$ cat config.mk
export PLATFORM = sky130hd
export DESIGN_NAME = serial_word_loader
export DESIGN_NICKNAME = d
export VERILOG_FILES = /design/src/rtl/serial_loader_pkg.sv /design/src/rtl/serial_word_loader_bit_counter.sv /design/src/rtl/serial_word_loader.sv
export SDC_FILE = /design/constraint.sdc
export NUM_CORES = 1
export LEC_CHECK = 0
export ABC_CLOCK_PERIOD_IN_PS = 1700
export CAP_MARGIN = 20
export CORE_MARGIN = 1
export CORE_UTILIZATION = 35
export DETAILED_ROUTE_END_ITERATION = 10
export SLEW_MARGIN = 20
export SYNTH_ARGS = -nofsm -noshare
export SYNTH_HDL_FRONTEND = slang
export SYNTH_SLANG_ARGS = --single-unit
$ cat constraint.sdc
create_clock -name clk -period 1.7 [get_ports clk]
set_input_delay 0.17 -clock clk [delete_from_list [all_inputs] [get_ports clk]]
set_output_delay 0.17 -clock clk [all_outputs]
set_load 0.05 [all_outputs]
$ cat src/rtl/serial_loader_pkg.sv
// Shared definitions for the serial word loader: state encoding and default width.
// Latency: n/a (types and constants only).
// Backpressure: n/a.
package serial_loader_pkg;

  localparam int DEFAULT_WIDTH = 5;

  typedef enum logic [1:0] {
    IDLE   = 2'd0,
    SHIFT  = 2'd1,
    PARITY = 2'd2,
    DONE   = 2'd3
  } state_t;

endpackage

$ cat src/rtl/serial_word_loader_bit_counter.sv
// Mod-WIDTH up-counter tracking how many data bits of the current word were sampled.
// Latency: count updates one cycle after en; last is combinational from the count.
// Backpressure: none; en low simply holds the count.
module bit_counter #(
  parameter int WIDTH = 5,
  localparam int CW = (WIDTH > 1) ? $clog2(WIDTH) : 1
) (
  input  logic clk,
  input  logic rst,
  input  logic clr,
  input  logic en,
  output logic last
);

  logic [CW-1:0] count;

  // count up on en, wrap to zero after the final bit, clear synchronously
  always_ff @(posedge clk) begin
    if (rst || clr) begin
      count <= '0;
    end else if (en) begin
      count <= last ? '0 : count + 1'b1;
    end
  end

  // flag the final bit position of the word
  always_comb begin
    last = (count == CW'(WIDTH - 1));
  end

endmodule

$ cat src/rtl/serial_word_loader.sv
// Deserializer: collects WIDTH serial bits after start and presents them with a one-cycle load strobe.
// Latency: start to load = WIDTH+1 cycles (+1 with SERIAL_LOADER_PARITY_EN), +1 per bit_en-low cycle.
// Backpressure: bit_en low stalls the word; start is only accepted while ready (IDLE), never queued.
import serial_loader_pkg::*;

module serial_word_loader #(
  parameter int WIDTH     = DEFAULT_WIDTH,
  parameter int MSB_FIRST = 1
) (
  input  logic             clk,
  input  logic             rst,
  input  logic             start,
  input  logic             serial_in,
  input  logic             bit_en,
  output logic             ready,
  output logic             busy,
  output logic [WIDTH-1:0] data_out,
  output logic             load,
  output logic             parity_err
);

  // After the last data bit the FSM either checks a parity bit or finishes directly.
`ifdef SERIAL_LOADER_PARITY_EN
  localparam state_t AFTER_DATA = PARITY;
`else
  localparam state_t AFTER_DATA = DONE;
`endif

  state_t           state;
  state_t           state_nxt;
  logic [WIDTH-1:0] sr;
  logic [WIDTH-1:0] sr_nxt;
  logic             cnt_en;
  logic             cnt_clr;
  logic             cnt_last;
  logic             load_q;

  bit_counter #(
    .WIDTH(WIDTH)
  ) u_bit_counter (
    .clk (clk),
    .rst (rst),
    .clr (cnt_clr),
    .en  (cnt_en),
    .last(cnt_last)
  );

  // state register
  always_ff @(posedge clk) begin
    if (rst) begin
      state <= IDLE;
    end else begin
      state <= state_nxt;
    end
  end

  // next-state logic
  always_comb begin
    state_nxt = state;
    case (state)
      IDLE:    if (start) state_nxt = SHIFT;
      SHIFT:   if (bit_en && cnt_last) state_nxt = AFTER_DATA;
      PARITY:  if (bit_en) state_nxt = DONE;
      DONE:    state_nxt = IDLE;
      default: state_nxt = IDLE;
    endcase
  end

  // state-decoded outputs and counter controls
  always_comb begin
    ready   = (state == IDLE);
    busy    = (state != IDLE);
    cnt_en  = (state == SHIFT) && bit_en;
    cnt_clr = (state == IDLE);
  end

  // next shift-register value: new bit enters at the end opposite the first bit
  always_comb begin
    sr_nxt = sr;
    if (MSB_FIRST != 0) begin
      sr_nxt = {sr[WIDTH-2:0], serial_in};
    end else begin
      sr_nxt = {serial_in, sr[WIDTH-1:1]};
    end
  end

`ifdef SERIAL_LOADER_PARITY_EN
  logic perr_q;

  // shift data bits, then check even parity over data plus parity bit before publishing
  always_ff @(posedge clk) begin
    if (rst) begin
      sr       <= '0;
      data_out <= '0;
      load_q   <= 1'b0;
      perr_q   <= 1'b0;
    end else begin
      load_q <= 1'b0;
      perr_q <= 1'b0;
      if (cnt_en) begin
        sr <= sr_nxt;
      end
      if ((state == PARITY) && bit_en) begin
        if (((^sr) ^ serial_in) == 1'b0) begin
          data_out <= sr;
          load_q   <= 1'b1;
        end else begin
          perr_q <= 1'b1;
        end
      end
    end
  end

  assign parity_err = perr_q;
`else
  // shift data bits and publish the completed word on the final sampled bit
  always_ff @(posedge clk) begin
    if (rst) begin
      sr       <= '0;
      data_out <= '0;
      load_q   <= 1'b0;
    end else begin
      load_q <= 1'b0;
      if (cnt_en) begin
        sr <= sr_nxt;
      end
      if (cnt_en && cnt_last) begin
        data_out <= sr_nxt;
        load_q   <= 1'b1;
      end
    end
  end

  assign parity_err = 1'b0;
`endif

  assign load = load_q;

endmodule

==> impl_metrics.tcl, run 1 <==
set metrics [dict create \
    hold_viol_final 0 \
    cts_setup_buffers 0 \
    dieArea_um2 2210 \
    path_cells "clkdlybuf4s50_1" \
    grt-busiest-layer "met2" \
    arrival_ps 1420 \
    clk_latency_ps 280 \
    yosys_warnings 0 \
    grt-ovfl-total 0 \
    finalPower_mw 1.27 \
    portBuffers 12 \
    finish.instance_area_um2 903 \
    synth.avg_cell_area_um2 9.60 \
    die_y_um 47.1 \
    ant_nets 0 \
    fin_nets 99 \
    yosysSeqAreaShare_pct 42.3 \
    syn_area_um2 711 \
    slowest_delay_ps 800 \
    grt_start_max_net_pins 12 \
    hp-class "flop to flop" \
    vdd_drop_max_mv 1.16 \
    drive_above_1_share_pct 16.1 \
    grtUsageMet1_pct 17.1 \
    routedWlPerCell_um 10.2 \
    use_met3_pct 4.62 \
    ys_types 24 \
    grt_pass1_vias 466 \
    hpwlAfterDp_um 833 \
    maxSlewViolCount 0 \
    critPathMaxFanout 2 \
    synthTopCellsByArea "dfxtp_1, ha_1, mux2i_1" \
    power_leakage_nw 0.384 \
    die_x_um 47.1 \
    drv_cap 0 \
    fin_hold_ws_ps 464 \
    drc 0 \
    status "finished, final reports clean" \
    num_vias 516 \
    cp-end-kind "primary output" \
    drtPass1Iterations 3 \
    worst-setup-path-type "flop to primary output" \
    path_buf_inv 1 \
    cts.sinks 15 \
    grt_setup_unrepaired "no" \
    routabilityCongestion 0.739 \
    syn_to_final_growth_pct 27.1 \
    timing.final.crit_share_pct 93.4 \
    synth_fp_nets 85 \
    startpoint_type "flop" \
    synth_top_area_cell "dfxtp_1" \
    setup_viol 0 \
    critPathTopFamily "buffers and inverters" \
    antenna_found_initial 0 \
    cts_max_path_buffers 2 \
    viasPerCell 4.61 \
    worst_path_max_delay_cell "clkdlybuf4s50_1" \
    drt-total-wl_um 1140 \
    cts_htree_levels 1 \
    fmax_mhz 630 \
    worstPathRequired_ps 1530 \
    post-route-min-period_ps 1590 \
    cts_made_buffers 3 \
    synth_cells 74 \
    grt_util_all_layers_pct 13.2 \
    core_area_um2 1820 \
    ioPinCount 14 \
    fin_tns_setup_ps 0 \
    fin_util_pct 49.6 \
    cts_hold_buf 0 \
    cts_resized 0 \
    start_util_pct 39.0 \
    final_common_cell "dfxtp_1" \
    cts_root_buffer "clkbuf_4" \
    cts_tree "done" \
    final_cell_mix "dfxtp_1, nor2_1, clkdlybuf4s50_1" \
    fp-row-count 15 \
    n_antenna_cell 0 \
    fin_skew_ps 4.49 \
    powerDensity_nw_per_um2 1410 \
    postPlaceCellArea_um2 876 \
    grt_util_met2_pct 19.4 \
    grt_pass1_wl_um 2010 \
    path_clk_slew_ps 90 \
    ys_ff_latch 15 \
    synth_top_area_share_pct 42.3 \
    drtIter0Drc 9 \
]
[sequential cells by signal (all words and copies together), names as in the netlist]
signal and flops:
data_out 5, load 1, sr 4, state 2
u_bit_counter.count 3
[worst paths after layout]
| path | to | slack [ps] | cells past startpoint | startpoint |
|---|---|---|---|---|
| max | data_out[3] | 110 | 1 | data_out[3] |
| min | sr[3] | 460 | 2 | sr[3] |
| max reg2reg | state[0] | 180 | 5 | state[1] |
| min reg2reg | sr[3] | 460 | 2 | sr[3] |
[through the flow]
| stage | instances | setup WS [ps] |
|---|---|---|
| after global placement | 108 | 244 |
| after global routing | 112 | 50.5 |
| after detailed placement | 108 | 195 |
| final | 112 | 112 |
| after floorplan | 74 | 108 |
| after CTS | 112 | 96.2 |
[logic make-up after synthesis]
group                      after synthesis  synth area share [%]
and+or+nand+nor                         26                  18.3
DFF                                     15                  42.3
buffers and inverters                    9                  6.34
AOI/OAI and AO/OA                        8                  8.80
muxes                                    8                  12.0
adders and majority gates                6                  10.6
other                                    1                 0.528
xor gates and xnor gates                 1                  1.23
[power breakdown]
| group | total (mW) | switching [mW] | internal [mW] |
|---|---|---|---|
| Clock | 0.204 | 0.117 | 0.0873 |
| Combinational | 0.656 | 0.340 | 0.316 |
| Sequential | 0.410 | 0.0284 | 0.382 |
| Total | 1.27 | 0.486 | 0.785 |
[cells in the mapped netlist (all sizes together)]
master,n
dfxtp,15
nor2,10
nand2,9
mux2i,7
ha,6
inv,5
a21oi,4
buf,2
clkbuf,2
nand2b,2
a211oi,1
a21bo,1
and2,1
conb,1
mux2,1
nand3b,1
nand4,1
nor3,1
nor4b,1
o21ai,1
o221a,1
xnor2,1
[per-layer routing]
layer / part of all wire [%] / wire length, µm
met1: 49 / 564
met2: 44 / 499
met3: 4.8 / 55
met4: 1.9 / 22
met5: 0 / 0
[final cells by class]
class,count,area [µm²]
Tap cell,25,31.3
Timing Repair Buffer,13,148
Inverter,5,18.8
Clock buffer,3,22.5
Clock inverter,1,5.00
Multi-Input combinational cell,50,378
Fill cell,167,917
Sequential cell,15,300
No activity file was read; power rests on OpenSTA's default activity.
==> run 2: changes to the inputs <==
--- a/config.mk
+++ b/config.mk
@@ -9,6 +9,7 @@
 export CAP_MARGIN = 20
 export CORE_MARGIN = 1
 export CORE_UTILIZATION = 35
+export CTS_BUF_LIST = sky130_fd_sc_hd__clkbuf_4
 export DETAILED_ROUTE_END_ITERATION = 10
 export SLEW_MARGIN = 20
 export SYNTH_ARGS = -nofsm -noshare
==> results of run 2 <==
Same layout as run 1: the final DEF is identical, and so are final timing and power.
==> run 3: changes to the inputs <==
--- a/config.mk
+++ b/config.mk
@@ -5,7 +5,7 @@
 export SDC_FILE = /design/constraint.sdc
 export NUM_CORES = 1
 export LEC_CHECK = 0
-export ABC_CLOCK_PERIOD_IN_PS = 1700
+export ABC_CLOCK_PERIOD_IN_PS = 2009
 export CAP_MARGIN = 20
 export CORE_MARGIN = 1
 export CORE_UTILIZATION = 35
==> constraint.sdc (replaced) <==
create_clock -name clk -period 2.01 [get_ports clk]
set_input_delay 0.201 -clock clk [delete_from_list [all_inputs] [get_ports clk]]
set_output_delay 0.201 -clock clk [all_outputs]
set_load 0.05 [all_outputs]
==> run 3 against run 2 <==
  * Cell count did not move
  * Count of clock-buffer cells in the layout stayed put
  * Hold slack worse by 1.8 ps
  * Critical endpoint is now data_out[2]
  * Highest routed layer unchanged
==> impl_metrics.tcl, run 3 (synthesized netlist as in run 1, its figures left out) <==
set metrics [dict create \
    setup_slack_ps 379 \
    detailedPlace.worstSlack_ps 461 \
    fin_tns_setup_ps 0 \
    fin_skew_ps 7.58 \
    arrival_ps 1430 \
    reg2reg_from "state[1]" \
    drt-total-wl_um 1200 \
    worst_path_max_delay_cell "clkdlybuf4s50_1" \
    cts_resized 0 \
    path_buf_inv 1 \
    cts.sinks 15 \
    cp-end-kind "primary output" \
    path_clk_slew_ps 90 \
    n_antenna_cell 0 \
    maxSlewViolCount 0 \
    reg_top3 "data_out (5), sr (4), u_bit_counter.count (3)" \
    clkPwrFrac_pct 18.0 \
    dieArea_um2 2210 \
    setup_viol 0 \
    viasPerCell 4.37 \
    grt_start_max_net_pins 10 \
    min-delay-start "sr[3]" \
    grt_pass1_wl_um 2010 \
    fin_nets 99 \
    syn_to_final_growth_pct 21.8 \
    postPlaceCellArea_um2 838 \
    start_util_pct 39.0 \
    grt_pass1_vias 438 \
    worstPathRequired_ps 1810 \
    drc 0 \
    cts_made_buffers 3 \
    drtPass1Iterations 2 \
    grt_setup_unrepaired "no" \
    drive_above_1_share_pct 14.9 \
    internal_power_mw 0.568 \
    final_cells 112 \
    p_sw_mw 0.388 \
    combPwrFrac_pct 45.9 \
    hpwlAfterDp_um 912 \
    cts_hold_buf 0 \
    final_common_cell "dfxtp_1" \
    hp-class "flop to flop" \
    status "finished, final reports clean" \
    antenna_found_initial 0 \
    startpoint "data_out[2]" \
    power_leakage_nw 0.374 \
    cts_root_buffer "clkbuf_4" \
    worst-setup-path-type "flop to primary output" \
    routedWlPerCell_um 10.7 \
    hold_viol_final 0 \
    fin_hold_ws_ps 462 \
    ioPinCount 14 \
    ant_nets 0 \
    die_x_um 47.1 \
    critPathTopFamily "buffers and inverters" \
    num_vias 489 \
    die_y_um 47.1 \
    dp_cells 108 \
    seqPwrFrac_pct 36.2 \
    slowest_delay_ps 800 \
    drtIter0Drc 3 \
    finish.instance_area_um2 866 \
    top_register "data_out" \
    startpoint_type "flop" \
    drv_cap 0 \
    clk_latency_ps 290 \
    largest_reg_flops 5 \
    cts_setup_buffers 0 \
    cts_htree_levels 1 \
    vdd_drop_max_mv 0.854 \
    post-route-min-period_ps 1630 \
    powerDensity_nw_per_um2 1100 \
    grt-ovfl-total 0 \
    grt_util_all_layers_pct 13.5 \
    core_area_um2 1820 \
    cts_tree "done" \
    portBuffers 12 \
    fp-row-count 15 \
    final_cell_mix "dfxtp_1, nor2_1, clkdlybuf4s50_1" \
    fmax_mhz 613 \
    cts_max_path_buffers 2 \
    switching_share_pct 40.6 \
    timing.final.crit_share_pct 81.2 \
    routabilityCongestion 0.789 \
    critPathMaxFanout 2 \
    path_cells "clkdlybuf4s50_1" \
]
-- run 3: cell counts in the layout (fill, tap and decap cells not counted) --
No cell type changed its count.
-- run 3: per-layer routing --
metal	vias to the layer above	track usage, %	wire length, µm	part of all wire (%)
met5	-	0	0	0
met4	0	5.14	12	1.0
met3	2	5.77	51	4.3
met2	7	19.7	522	44
met1	212	17.6	613	51
li1	268	-	-	-
-- run 3: power by group through the flow --
stage          registers [mW]  logic (mW)  clock network [mW]
2_1_floorplan           0.348       0.360                   0
3_3_place_gp            0.353       0.438                   0
3_5_place_dp            0.354       0.437                   0
4_1_cts                 0.346       0.438               0.180
5_1_grt                 0.350       0.472               0.194
6_report                0.346       0.438               0.172
-- run 3: layout make-up --
type / count / area, µm²
Clock buffer: 3 / 22.5
Clock inverter: 1 / 5.00
Fill cell: 190 / 955
Inverter: 5 / 18.8
Multi-Input combinational cell: 50 / 365
Sequential cell: 15 / 300
Tap cell: 25 / 31.3
Timing Repair Buffer: 13 / 123
-- run 3: through the flow --
stage / util, % / total power [mW]
after detailed placement: 46.0 / 0.791
after CTS: 47.6 / 0.964
after global placement: 46.0 / 0.791
final: 47.6 / 0.956
after floorplan: - / 0.708
after global routing: 47.6 / 1.02
-- run 3: worst reg2reg max path: stages (launching register included) --
cell and delay, ps:
dfxtp_1 390, inv_1 90, ha_1 240, a21bo_2 220
o221a_4 180, mux2_4 290
-- run 3: path summary, 6_finish.rpt --
| kind | to | slack, ps | cells after the start |
|---|---|---|---|
| min reg2reg | sr[3] | 460 | 2 |
| min | sr[3] | 460 | 2 |
| max | data_out[2] | 380 | 1 |
| max reg2reg | state[0] | 510 | 5 |
